## config.mk

```make
export PLATFORM = sky130hd
export DESIGN_NAME = score_char_rom_seq
export DESIGN_NICKNAME = d
export VERILOG_FILES = /design/src/rtl/score_char_rom_seq.sv
export SDC_FILE = /design/constraint.sdc
export NUM_CORES = 1
export LEC_CHECK = 0
export ABC_AREA = 1
export CORE_ASPECT_RATIO = 1.4
export CORE_MARGIN = 2
export CORE_UTILIZATION = 56
export DETAILED_ROUTE_END_ITERATION = 16
export HOLD_SLACK_MARGIN = 0.08
export PLACE_DENSITY = 0.79
export SYNTH_ARGS = -nofsm -noshare
export SYNTH_HDL_FRONTEND = slang
export SYNTH_SLANG_ARGS = --single-unit
```

## constraint.sdc

```tcl
create_clock -name pclk -period 2.25 [get_ports pclk]
set_clock_uncertainty 0.2 [all_clocks]
set_input_delay 0.225 -clock pclk [delete_from_list [all_inputs] [get_ports pclk]]
set_output_delay 0.225 -clock pclk [all_outputs]
set_load 0.01 [all_outputs]
```

## src/rtl/score_char_rom_seq.sv

```systemverilog
// Score-to-ASCII character source for the on-screen score field.
// Serial double-dabble BCD conversion, held display, registered char read.
//
// Ports:
//   pclk      : pixel clock, rising edge
//   rst_n     : synchronous reset, active-low
//   score     : binary score, may change at any time
//   char_xy   : character position, 0 = most significant digit
//   char_code : registered 7-bit ASCII code for char_xy (1-cycle latency)
//   busy      : conversion in progress
//   valid     : first conversion after reset has completed
module score_char_rom_seq #(
  parameter int SCORE_W    = 10,
  parameter int DIGITS     = 3,
  parameter int ADDR_W     = 8,
  parameter int LEAD_BLANK = 1
) (
  input  logic               pclk,
  input  logic               rst_n,
  input  logic [SCORE_W-1:0] score,
  input  logic [ADDR_W-1:0]  char_xy,
  output logic [6:0]         char_code,
  output logic               busy,
  output logic               valid
);

  localparam int BW = DIGITS * 4;
  localparam int CW = $clog2(SCORE_W + 1);
  localparam logic [63:0] MAXV = 64'(10 ** DIGITS - 1);
  localparam logic [BW-1:0] NINES = {DIGITS{4'h9}};
  localparam logic [CW-1:0] LAST = CW'(SCORE_W);

  typedef enum logic [1:0] {
    IDLE,
    SHIFT,
    LOAD
  } state_e;

  state_e             st_q;
  logic [SCORE_W-1:0] bin_q;
  logic [SCORE_W-1:0] last_q;
  logic [BW-1:0]      bcd_q;
  logic [BW-1:0]      disp_q;
  logic [CW-1:0]      cnt_q;
  logic               force_q;

  logic [BW-1:0]      bcd_adj;
  logic [BW-1:0]      bcd_d;
  logic               sat;
  logic               start;
  logic [6:0]         code_d;

  // Add-3 correction on every nibble before the shift.
  always_comb begin
    bcd_adj = bcd_q;
    for (int i = 0; i < DIGITS; i++) begin
      if (bcd_q[i*4 +: 4] >= 4'd5)
        bcd_adj[i*4 +: 4] = bcd_q[i*4 +: 4] + 4'd3;
    end
  end

  // Top BCD bit falls off; overflow is caught by sat at LOAD.
  assign bcd_d = {bcd_adj[BW-2:0], bin_q[SCORE_W-1]};

  // last_q holds the score being converted.
  assign sat = 64'(last_q) > MAXV;

  assign start = force_q || (score != last_q);

  always_ff @(posedge pclk) begin
    if (!rst_n) begin
      st_q    <= IDLE;
      busy    <= 1'b0;
      valid   <= 1'b0;
      disp_q  <= '0;
      last_q  <= '0;
      bin_q   <= '0;
      bcd_q   <= '0;
      cnt_q   <= '0;
      force_q <= 1'b1;
    end else begin
      unique case (st_q)
        IDLE: begin
          if (start) begin
            bin_q   <= score;
            last_q  <= score;
            bcd_q   <= '0;
            cnt_q   <= '0;
            busy    <= 1'b1;
            force_q <= 1'b0;
            st_q    <= SHIFT;
          end else begin
            busy <= 1'b0;
          end
        end
        SHIFT: begin
          if (cnt_q == LAST) begin
            st_q <= LOAD;
          end else begin
            bcd_q <= bcd_d;
            bin_q <= bin_q << 1;
            cnt_q <= cnt_q + CW'(1);
          end
        end
        LOAD: begin
          disp_q <= sat ? NINES : bcd_q;
          valid  <= 1'b1;
          // Keep busy high across back-to-back conversions.
          busy   <= (score != last_q);
          st_q   <= IDLE;
        end
        default: st_q <= IDLE;
      endcase
    end
  end

  // Read path: digit lookup with leading-zero blanking.
  always_comb begin
    logic [3:0]  dig;
    logic        zrun;
    logic [31:0] xy32;
    code_d = 7'h20;
    dig    = 4'd0;
    zrun   = 1'b1;
    xy32   = 32'(char_xy);
    for (int p = 0; p < DIGITS; p++) begin
      dig  = disp_q[(DIGITS-1-p)*4 +: 4];
      zrun = zrun && (dig == 4'd0);
      if (xy32 == 32'(p)) begin
        if (LEAD_BLANK != 0 && zrun && p != DIGITS - 1)
          code_d = 7'h20;
        else
          code_d = {3'b000, dig} + 7'd48;
      end
    end
  end

  always_ff @(posedge pclk) begin
    if (!rst_n)
      char_code <= 7'h20;
    else
      char_code <= code_d;
  end

endmodule
```

Yosys cells after proc, flatten, opt, wreduce, memory -nomap -nowiden
Index checks and enable logic that the tools add are counted.
{"block": "totals", "elab_cells": 64, "input_bits": 20, "register_bits": 60, "output_inout_bits": 9}
{"block": "classes", "mux": 23, "n_addsub": 7, "magnitude_cmp": 4, "n_eq_ne": 9, "reduce_logical": 11}
{"operator": "two-way mux 12 bit", "n": 3}
{"operator": "two-way mux 7 bit", "n": 5}
{"operator": "one-hot mux 12 bit (2 select lines)", "n": 1}
{"operator": "adder 4 x 6 -> 7 bit (second input constant)", "n": 3}
{"operator": "two-way mux 10 bit", "n": 2}
{"operator": "one-hot mux 10 bit (2 select lines)", "n": 1}
{"operator": "two-way mux 4 bit", "n": 4}
{"operator": ">= comparator 4 x 3 -> 1 bit (second input constant)", "n": 3}
{"operator": "greater-than comparator 10 bit (second input constant)", "n": 1}
{"operator": "inequality test 10 bit", "n": 1}
{"operator": "adder 4 x 2 -> 4 bit (second input constant)", "n": 2}
{"operator": "equality test 8 x 1 -> 1 bit (second input constant)", "n": 1}
{"operator": "equality test 8 x 2 -> 1 bit (second input constant)", "n": 1}
{"operator": "logical NOT 4 bit", "n": 2}
{"operator": "logical NOT 8 bit", "n": 1}
{"operator": "one-hot mux 4 bit (2 select lines)", "n": 1}
{"operator": "inequality test 2 bit (second input constant)", "n": 3}
{"operator": "adder 4 x 1 -> 4 bit (second input constant)", "n": 1}
{"operator": "equality test 4 bit (second input constant)", "n": 1}
{"operator": "two-way mux 2 bit", "n": 2}
{"operator": "one-hot mux 2 bit (2 select lines)", "n": 1}
{"operator": "AND reduction 2 bit", "n": 2}
{"operator": "nonzero test 2 bit", "n": 2}
{"operator": "adder 3 x 2 -> 3 bit (second input constant)", "n": 1}
{"operator": "9 further kinds", "n": 9}

Logic depth before layout (Yosys ltp)
Gate-level depths: netlist (run 1).
{"block": "logic_depth", "depth_word": 5, "depth_mapped": 12, "depth_no_buf": 11}

Worst setup path before layout (run 1)
OpenSTA, ideal clock, no wires.
{"block": "synth_timing", "path_type": "reg-to-reg", "start": "reg cnt_q[0]", "end": "reg bcd_q[11]", "arrival_time_ps": 1412, "path_stages_with_launch": 9, "period_less_slack_ps": 1671, "setup_ps": 59, "setup_slack_ps": 579, "n_path_buf": 1, "required_time_ps": 1991, "path_cell_list": "dfxtp_1 -> inv_1 -> ha_1 -> a31oi_1 -> nand2_4 -> nor2_4 -> buf_6 -> nand2_1 -> nand2_1"}
{"block": "synth_between", "elab_chain_len": 3}
{"item": "start, declared", "line_no": "44", "rtl": "logic [CW-1:0] cnt_q;"}
{"item": "start signal, assigned", "line_no": "102", "rtl": "cnt_q <= cnt_q + CW'(1);"}
{"item": "equality test 4 bit", "line_no": "97", "rtl": "if (cnt_q == LAST) begin"}
{"item": "inequality test 2 bit (no source line)"}
{"item": "AND reduction 3 bit (no source line)"}
{"item": "end signal, assigned", "line_no": "78", "rtl": "bcd_q <= '0;"}
{"item": "end signal, assigned", "line_no": "87", "rtl": "bcd_q <= '0;"}
{"item": "end signal, assigned", "line_no": "100", "rtl": "bcd_q <= bcd_d;"}
{"item": "end, declared", "line_no": "42", "rtl": "logic [BW-1:0] bcd_q;"}
No other way between the ends.
A chain may end at the register's enable or synchronous reset.

Worst setup path after layout (run 1)
{"block": "layout_timing", "start": "reg cnt_q[0]", "end": "reg bin_q[1]"}
{"block": "layout_between", "elab_chain_len": 3}
{"item": "equality test 4 bit", "line_no": "97"}
{"item": "inequality test 2 bit (no source line)"}
{"item": "AND reduction 3 bit (no source line)"}
{"item": "end signal, assigned", "line_no": "85", "rtl": "bin_q <= score;"}
{"item": "end signal, assigned", "line_no": "101", "rtl": "bin_q <= bin_q << 1;"}
{"item": "end, declared", "line_no": "40", "rtl": "logic [SCORE_W-1:0] bin_q;"}
No other way between the ends.

==> flow_metrics.env, run 1 <==
export IMPL_vias=2706
export IMPL_cp_start_kind="register"
export IMPL_cap_viol_max_count=0
export IMPL_antenna_left=0
export IMPL_finalMaxSlewViolations=0
export IMPL_drt_total_wl_mm=6.64
export IMPL_synth_most_common_cell="nand2_1"
export IMPL_worstHoldEndpoint="bin_q[0]"
export IMPL_syn_area_sq_mm=0.00289
export IMPL_crit_type="register to register"
export IMPL_min_from="bin_q[0]"
export IMPL_cts_hold_buf=0
export IMPL_gp_congestion=0.814
export IMPL_insertion_delay_ps=350
export IMPL_drt_first_pass_iters=4
export IMPL_gr_usage_all_layers_pct=24.9
export IMPL_nNetsFinal=477
export IMPL_grt_max_degree=28
export IMPL_hold_depth=2
export IMPL_core_area_sq_mm=0.00492
export IMPL_overflow=0
export IMPL_yosysSeqAreaShare_pct=40.2
export IMPL_syn_inst=418
export IMPL_utilization_pct=70.7
export IMPL_drive_gt1_share_pct=9.25
export IMPL_diodes=0
export IMPL_synth_xor_area_share_pct=2.42
export IMPL_grt_pass1_vias=2558
export IMPL_cp_end_kind="register"
export IMPL_yosysWarnings=0
export IMPL_muxShareOfSynthArea_pct=0
export IMPL_die_h_um=89.0
export IMPL_pin_count=29
export IMPL_grt_pass1_wl_mm=10.9
export IMPL_die_area_sq_mm=0.00576
export IMPL_crit_path_max_fanout=18
export IMPL_seqCellArea_sq_mm=0.00116
export IMPL_r2r_cells=7
export IMPL_async_flop_share_pct=0
export IMPL_port_buffers=26
export IMPL_share_comb_of_total_power_pct=7.6
export IMPL_synth_seq_cells=58
export IMPL_p_sw_share_pct=22.3
export IMPL_cts_resized=0
export IMPL_switchingPower_uw=552
export IMPL_leakage_uw=0.00159
export IMPL_synth_compound_area_share_pct=12.8
export IMPL_hold_ws_ps=269
export IMPL_status="complete, no violations"
export IMPL_r2r_end="bin_q[1]"
export IMPL_fillCellCount=425
export IMPL_synth_edf_count=0
export IMPL_synth_ff_type="dfxtp_1"
export IMPL_synth_commonest_cells="nand2_1 (109), dfxtp_1 (58), nor2_1 (52), inv_1 (42), nand3_1 (31)"
export IMPL_p_int_uw=1930
export IMPL_multi_input_area_sq_mm=0.00145
export IMPL_clockRootBuffer="clkbuf_8"
export IMPL_drt_drc_violations_left=0
export IMPL_die_w_um=64.7
export IMPL_ys_top_cells_by_area="dfxtp_1 (40%), nand2_1 (14%), nor2_1 (6.8%)"
export IMPL_cp_arrival_ps=2050
export IMPL_rr_startpoint="cnt_q[0]"
export IMPL_cts_clk_slew_worst_paths_ps=60
export IMPL_max_freq_mhz=510
export IMPL_r2r_slack_ps=290
export IMPL_finalInstanceArea_sq_mm=0.00348
export IMPL_rsz0062_at_grt="false"
export IMPL_post_route_min_period_ps=1960
export IMPL_ir_drop_mv=0.473
export IMPL_crit_required_ps=2340
export IMPL_placed_area_sq_mm=0.00322
export IMPL_period_share_pct=87.2
export IMPL_synth_fa_ha_area_share_pct=3.46
export IMPL_power_density_mw_per_mm2=713
export IMPL_power_frac_seq_pct=43.3
export IMPL_pwr_share_clk_pct=49.1
export IMPL_yosys_area_top_type_share_pct=40.2
export IMPL_clk_path_buf_depth=2
export IMPL_vias_per_cell=5.22
export IMPL_clock_sinks=58
export IMPL_numCtsBuffers=9
export IMPL_synth_top_family_by_area="simple AND/OR/NAND/NOR gates"
export IMPL_tns_ps=0
export IMPL_min_path_type="register to register"
export IMPL_drt_initial_drc_count=94
export IMPL_synth_top_area_cell="dfxtp_1"
export IMPL_hold_viol=0
export IMPL_postSynthAreaPerCell_sq_um=6.92
export IMPL_post_dp_hpwl_mm=4.71
export IMPL_synthDistinctLibCells=33
export IMPL_rows=30
export IMPL_yosys_area_share_simple_pct=31.1
export IMPL_area_growth_pct=20.2
export IMPL_wl_per_cell_um=12.8
export IMPL_cts_tree="done"
export IMPL_setup_viol_count_final=0
export IMPL_h_tree_depth=3
export IMPL_grt_antenna_before_repair=0
export IMPL_syn_nets=446
export IMPL_start_util_pct=58.8
export IMPL_cts_setup_buffers=0
==> area by class of cell <==
type | count | area share (%)
flip-flops and latches | 58 | 33.4
inverters | 48 | 5.18
well taps | 64 | 2.30
repair buffers | 37 | 10.2
clock inverters | 5 | 2.88
clock buffers | 11 | 4.36
multi-input cells | 295 | 41.6
==> how the worst max path moves through the flow <==
| stage | from | endpoint | slack [ps] | cells after the start |
|---|---|---|---|---|
| floorplan | cnt_q[0] | bcd_q[11] | 580 | 8 |
| global placement | score[9] | bcd_q[6] | 110 | 13 |
| detailed placement | score[0] | cnt_q[1] | 70 | 10 |
| CTS | cnt_q[0] | bcd_q[10] | 300 | 7 |
| global route | cnt_q[0] | bin_q[2] | 60 | 7 |
| finish | cnt_q[0] | bin_q[1] | 290 | 7 |
==> routing by layer <==
metal  up-vias  GRT usage [%]  routed length (um)
met5         -              0                   0
met1      1221           24.3                2570
met3        22           6.05                 212
met2        60           47.9                3640
met4         0           13.2                 208
li1       1403              -                   -
==> worst max-delay path, cell delays in order (launching register included) <==
cell and delay (ps):
dfxtp_1 380, inv_1 70, ha_1 230, a31oi_1 330, nand2_4 160, nor2_4 340, nand2_1 110, nand2_1 80
==> cells by family (layout without fill, tap and decap cells) <==
| logic type | after synthesis | count (layout) |
|---|---|---|
| flip-flops | 58 | 58 |
| AND/OR/NAND/NOR | 211 | 211 |
| XOR/XNOR | 8 | 8 |
| adder cells (fa/ha/maj) | 8 | 8 |
| AO/OA/AOI/OAI | 66 | 66 |
| buffers and inverters | 65 | 101 |
| other | 2 | 2 |
==> power groups by stage <==
stage	clock [uW]	combinational, uW	sequential [uW]
2_1_floorplan	0	118	1090
3_3_place_gp	0	182	1100
3_5_place_dp	0	186	1100
4_1_cts	1220	188	1070
5_1_grt	1260	210	1080
6_report	1220	188	1070
==> layout by cell type, fill, tap and decap left out, drive strengths merged <==
cell	count
a211oi	6
a21oi	17
a31oi	7
buf	11
bufinv	3
clkbuf	11
clkdlybuf4s50	26
clkinv	2
conb	2
dfxtp	58
ha	8
inv	48
nand2	111
nand3	31
nand4	4
nor2	55
nor3	5
nor4	3
o2111ai	1
o211ai	1
o21a	1
o21ai	31
o221ai	2
or2	2
xnor2	5
xor2	3
==> state kept, by name, indices dropped and copies added (netlist names) <==
register / count
last_q: 10
bin_q: 10
busy: 1
bcd_q: 12
force_q: 1
valid: 1
char_code: 5
st_q: 2
cnt_q: 4
disp_q: 12
==> metrics by stage <==
step                      setup WS, ps  total power, uW  cells
after floorplan                    579             1210    418
after global placement             113             1280    502
after detailed placement          65.3             1280    502
after CTS                          296             2480    518
after global routing              63.5             2550    518
final                              288             2480    518
Power figures use the tool's default switching activity.
==> run 2: changes to the inputs <==
--- a/config.mk
+++ b/config.mk
@@ -12,6 +12,8 @@
 export DETAILED_ROUTE_END_ITERATION = 16
 export HOLD_SLACK_MARGIN = 0.08
 export PLACE_DENSITY = 0.79
+export RECOVER_POWER = 100
+export SLEW_MARGIN = 5
 export SYNTH_ARGS = -nofsm -noshare
 export SYNTH_HDL_FRONTEND = slang
 export SYNTH_SLANG_ARGS = --single-unit
==> run 2 against run 1 <==
Compared with the run above:
- routed wire length unchanged
- critical path depth increased by 6
- utilization decreased by 0.66 points
- sequential cell count unchanged
- setup slack got worse by 56 ps
==> flow_metrics.env, run 2 (synthesized netlist as in run 1, its figures left out) <==
export IMPL_startpoint="score[8]"
export IMPL_vias_per_cell=5.19
export IMPL_rows=30
export IMPL_diodes=0
export IMPL_share_comb_of_total_power_pct=7.3
export IMPL_grt_max_degree=28
export IMPL_overflow=0
export IMPL_port_buffers=26
export IMPL_p_sw_share_pct=21.8
export IMPL_final_cell_mix="nand2_1 (110), dfxtp_1 (58), nor2_1 (54), inv_1 (45), nand3_1 (31)"
export IMPL_largest_registers="bcd_q x12, disp_q x12"
export IMPL_drt_first_pass_iters=4
export IMPL_clock_sinks=58
export IMPL_antenna_left=0
export IMPL_multi_input_area_sq_mm=0.00142
export IMPL_max_freq_mhz=496
export IMPL_worst_pin_slew_ps=1120
export IMPL_drt_drc_violations_left=0
export IMPL_grt_antenna_before_repair=0
export IMPL_post_dp_hpwl_mm=4.71
export IMPL_min_from="valid"
export IMPL_gp_congestion=0.814
export IMPL_pwr_share_clk_pct=49.0
export IMPL_routed_top_layer="met4"
export IMPL_dr_wl_met2_mm=3.62
export IMPL_vias=2690
export IMPL_crit_required_ps=2290
export IMPL_area_growth_pct=19.1
export IMPL_die_area_sq_mm=0.00576
export IMPL_cp_start_kind="primary input"
export IMPL_switchingPower_uw=536
export IMPL_cp_end_kind="register"
export IMPL_numCtsBuffers=9
export IMPL_crit_type="primary input to register"
export IMPL_period_share_pct=89.7
export IMPL_wl_per_cell_um=12.8
export IMPL_core_area_sq_mm=0.00492
export IMPL_tns_ps=0
export IMPL_pin_count=29
export IMPL_leakage_uw=0.00161
export IMPL_nNetsFinal=477
export IMPL_insertion_delay_ps=350
export IMPL_fillCellCount=433
export IMPL_rr_startpoint="last_q[7]"
export IMPL_cts_resized=0
export IMPL_cts_clk_slew_worst_paths_ps=70
export IMPL_h_tree_depth=3
export IMPL_crit_path_max_fanout=16
export IMPL_grt_pass1_wl_mm=10.9
export IMPL_m1WireLength_mm=2.59
export IMPL_clockRootBuffer="clkbuf_8"
export IMPL_cts_hold_buf=0
export IMPL_seqCellArea_sq_mm=0.00116
export IMPL_min_path_type="register to register"
export IMPL_slew_headroom_pct=25.1
export IMPL_cap_viol_max_count=0
export IMPL_gr_usage_all_layers_pct=24.9
export IMPL_hold_ws_ps=265
export IMPL_die_h_um=89.0
export IMPL_drt_total_wl_mm=6.64
export IMPL_start_util_pct=58.8
export IMPL_p_int_uw=1920
export IMPL_clk_path_buf_depth=2
export IMPL_die_w_um=64.7
export IMPL_hold_viol=0
export IMPL_ir_drop_mv=0.473
export IMPL_grt_pass1_vias=2558
export IMPL_cts_tree="done"
export IMPL_rsz0062_at_grt="false"
export IMPL_setup_viol_count_final=0
export IMPL_drt_initial_drc_count=108
export IMPL_finalMaxSlewViolations=0
export IMPL_drive_gt1_share_pct=7.05
export IMPL_cp_arrival_ps=2060
export IMPL_status="complete, no violations"
export IMPL_post_route_min_period_ps=2020
export IMPL_power_frac_seq_pct=43.7
export IMPL_cts_setup_buffers=0
export IMPL_final_common_cell="nand2_1"
export IMPL_met3_length_um=245
export IMPL_power_density_mw_per_mm2=715
-- run 2: final timing paths --
check / endpoint / slack, ps / depth (start not counted)
worst max-delay path: cnt_q[1] / 230 / 13
worst min-delay path: valid / 260 / 2
worst max register to register: cnt_q[1] / 270 / 12
worst min register to register: valid / 260 / 2
-- run 2: layer usage --
metal	track usage [%]	up-vias
li1	-	1398
met1	24.3	1213
met2	47.9	61
met3	6.05	18
met4	13.2	0
met5	0	-
-- run 2: power groups by stage --
| stage | Combinational [uW] | Clock [uW] | Sequential (uW) |
|---|---|---|---|
| 2_1_floorplan | 118 | 0 | 1090 |
| 3_3_place_gp | 182 | 0 | 1100 |
| 3_5_place_dp | 186 | 0 | 1100 |
| 4_1_cts | 188 | 1220 | 1070 |
| 5_1_grt | 203 | 1260 | 1080 |
| 6_report | 181 | 1210 | 1070 |
-- run 2: through the flow --
stage               instance area (sq um)  utilization, %  setup slack, ps  power (uW)  std cells
floorplan                            2890               -              579        1210        418
global placement                     3220            65.6              113        1280        502
detailed placement                   3220            65.6             65.3        1280        502
CTS                                  3480            70.7              296        2480        518
global route                         3440            70.0             37.2        2540        518
finish                               3440            70.0              232        2460        518
-- run 2: layout make-up --
cell class	instances	share of cell area [%]
inverters	48	5.23
clock inverters	5	2.91
well taps	64	2.33
repair buffers	37	10.1
clock buffers	11	4.40
multi-input cells	295	41.3
flip-flops and latches	58	33.7
-- run 2: worst max-delay path: stages --
cell and delay (ps):
clkdlybuf4s50_1 510, inv_1 70, nand2_1 50, nand2_1 50, nor2_1 110, nand2_1 90, nor2_1 220, nand4_1 230
nand2_4 190, buf_12 160, nand2_1 50, nand2_1 50, nor2_1 40
==> run 3: changes to the inputs <==
--- a/config.mk
+++ b/config.mk
@@ -8,10 +8,10 @@
 export ABC_AREA = 1
 export CORE_ASPECT_RATIO = 1.4
 export CORE_MARGIN = 2
-export CORE_UTILIZATION = 56
+export CORE_UTILIZATION = 51
 export DETAILED_ROUTE_END_ITERATION = 16
 export HOLD_SLACK_MARGIN = 0.08
-export PLACE_DENSITY = 0.79
+export PLACE_DENSITY = 0.75
 export RECOVER_POWER = 100
 export SLEW_MARGIN = 5
 export SYNTH_ARGS = -nofsm -noshare
==> constraint.sdc (replaced) <==
create_clock -name pclk -period 1.7 [get_ports pclk]
set_clock_uncertainty 0.2 [all_clocks]
set_input_delay 0.17 -clock pclk [delete_from_list [all_inputs] [get_ports pclk]]
set_output_delay 0.17 -clock pclk [all_outputs]
set_load 0.01 [all_outputs]
==> run 3 against run 2 <==
Compared with the run above:
- combinational power is 70% higher
- the flow now finishes with violations (negative setup slack)
- sequential power is 33% higher
- non-clock buffer count is 27 higher
- clock power is 7% higher
- largest cell class unchanged
- sequential cell count stayed put
- first-iteration DRC count is 45% higher
- clock-buffer cell count is 1 higher
- largest power group is now sequential cells
- global-route usage is 0.77 points lower
==> flow_metrics.env, run 3 (synthesized netlist as in run 1, its figures left out) <==
export IMPL_status="finished with violations"
export IMPL_violations="negative setup slack"
export IMPL_crit_required_ps=1740
export IMPL_cts_tree="done"
export IMPL_cp_arrival_ps=1760
export IMPL_drt_initial_drc_count=157
export IMPL_area_growth_pct=30.8
export IMPL_ir_drop_mv=0.718
export IMPL_largest_registers="bcd_q x12, disp_q x12"
export IMPL_die_area_sq_mm=0.00630
export IMPL_switchingPower_uw=734
export IMPL_die_h_um=93.1
export IMPL_power_density_mw_per_mm2=801
export IMPL_diodes=0
export IMPL_vias_per_cell=5.21
export IMPL_power_frac_seq_pct=47.0
export IMPL_nNetsFinal=504
export IMPL_grt_antenna_before_repair=0
export IMPL_dp_cells=525
export IMPL_pin_count=29
export IMPL_hold_viol=0
export IMPL_grt_max_degree=26
export IMPL_insertion_delay_ps=340
export IMPL_drive_gt1_share_pct=19.5
export IMPL_cap_viol_max_count=0
export IMPL_crit_path_max_fanout=7
export IMPL_rsz0062_at_grt="true"
export IMPL_cts_clk_slew_worst_paths_ps=70
export IMPL_post_route_min_period_ps=1720
export IMPL_crit_type="register to register"
export IMPL_period_share_pct=101
export IMPL_pwr_share_clk_pct=42.9
export IMPL_p_int_uw=2300
export IMPL_clockRootBuffer="clkbuf_8"
export IMPL_finalNonFillerCells=549
export IMPL_clk_path_buf_depth=2
export IMPL_final_common_cell="nand2_1"
export IMPL_drt_drc_violations_left=0
export IMPL_min_path_type="primary input to register"
export IMPL_grt_util_met1_pct=24.8
export IMPL_fillCellCount=440
export IMPL_grt_met2_usage_pct=43.8
export IMPL_die_w_um=67.6
export IMPL_setup_viol_count_final=14
export IMPL_tns_ps=-178
export IMPL_share_comb_of_total_power_pct=10.1
export IMPL_gp_congestion=0.816
export IMPL_core_area_sq_mm=0.00549
export IMPL_setup_ws_ps=-24.7
export IMPL_numCtsBuffers=9
export IMPL_post_dp_hpwl_mm=4.80
export IMPL_h_tree_depth=3
export IMPL_met3_usage_pct=6.02
export IMPL_finalMaxSlewViolations=0
export IMPL_cp_end_kind="register"
export IMPL_antenna_left=0
export IMPL_final_cell_mix="nand2_1 (92), dfxtp_1 (53), nor2_1 (50), inv_1 (40), nand3_1 (28)"
export IMPL_max_freq_mhz=580
export IMPL_grt_pass1_wl_mm=11.6
export IMPL_rows=32
export IMPL_clock_sinks=58
export IMPL_grt_pass1_vias=2794
export IMPL_top_usage_layer="met2"
export IMPL_cp_start_kind="register"
export IMPL_port_buffers=26
export IMPL_leakage_uw=0.00174
export IMPL_overflow=0
export IMPL_vias=2859
export IMPL_wl_per_cell_um=12.6
export IMPL_drt_total_wl_mm=6.92
export IMPL_start_util_pct=52.7
export IMPL_drt_first_pass_iters=4
export IMPL_gr_usage_all_layers_pct=24.1
export IMPL_p_sw_share_pct=24.2
## run 3: cell count changes in the layout (fill, tap and decap cells not counted), sizes merged
cell           change
clkbuf             +1
dlygate4sd3        -5
bufinv             -2
clkinv             -1
clkinvlp           +2
dlymetal6s2s       +1
clkdlybuf4s50      +5
buf               +23
dlygate4sd2        +3
## run 3: critical path, stage by stage (launching register included)
cell	delay, ps
dfxtp_1	370
inv_2	50
nand2_1	50
nand2_1	60
nor2_2	90
nand2_2	90
nor2_4	140
nand4_4	110
nand2_4	140
nor2_4	70
buf_12	150
nand2_1	60
nand2_1	50
## run 3: through the flow
| step | power, uW | utilization (%) | area [sq um] | hold slack (ps) | worst slack [ps] |
|---|---|---|---|---|---|
| after CTS | 3030 | 66.9 | 3670 | 196 | -65.1 |
| after global placement | 1710 | 61.7 | 3380 | 254 | -342 |
| final | 3030 | 69.0 | 3780 | 196 | -24.7 |
| after detailed placement | 1720 | 61.7 | 3380 | 259 | -345 |
| after floorplan | 1600 | - | 2890 | 117 | 29.1 |
| after global routing | 3150 | 69.0 | 3780 | 225 | -140 |
## run 3: worst paths after layout
path,cells past startpoint,startpoint,end,slack (ps)
worst max-delay path,12,last_q[7],bcd_q[11],-20
worst min-delay path,6,score[8],bin_q[8],200
worst max register to register,12,last_q[7],bcd_q[11],-20
worst min register to register,2,bin_q[6],bin_q[6],270
## run 3: metal layers
metal | wire, um | vias up
met5 | 0 | -
met4 | 176 | 0
met3 | 230 | 18
met2 | 3800 | 62
met1 | 2720 | 1319
li1 | - | 1460
## run 3: repair_timing
| item | CTS | global route |
|---|---|---|
| cloned | 0 | 1 |
| resized for setup | 16 | 26 |
| endpoints found under the hold margin | 3 | 1 |
| buffers inserted | 1 | 3 |
| hold buffers | 3 | 1 |
| endpoints found under the setup margin | 25 | 37 |
| pin swaps | 4 | 7 |
## run 3: power groups by stage
| stage | combinational, uW | clock, uW | sequential (uW) |
|---|---|---|---|
| floorplan | 156 | 0 | 1450 |
| global placement | 264 | 0 | 1450 |
| detailed placement | 268 | 0 | 1450 |
| CTS | 284 | 1330 | 1420 |
| global route | 339 | 1390 | 1430 |
| finish | 307 | 1300 | 1420 |
## run 3: area by class of cell
class	instances	area (sq um)	area share, %
Multi-Input combinational cell	295	1530	40.4
Clock buffer	12	155	4.10
Tap cell	68	85.1	2.25
Clock inverter	4	50.0	1.32
Inverter	48	183	4.83
Sequential cell	58	1170	30.9
Timing Repair Buffer	64	614	16.2
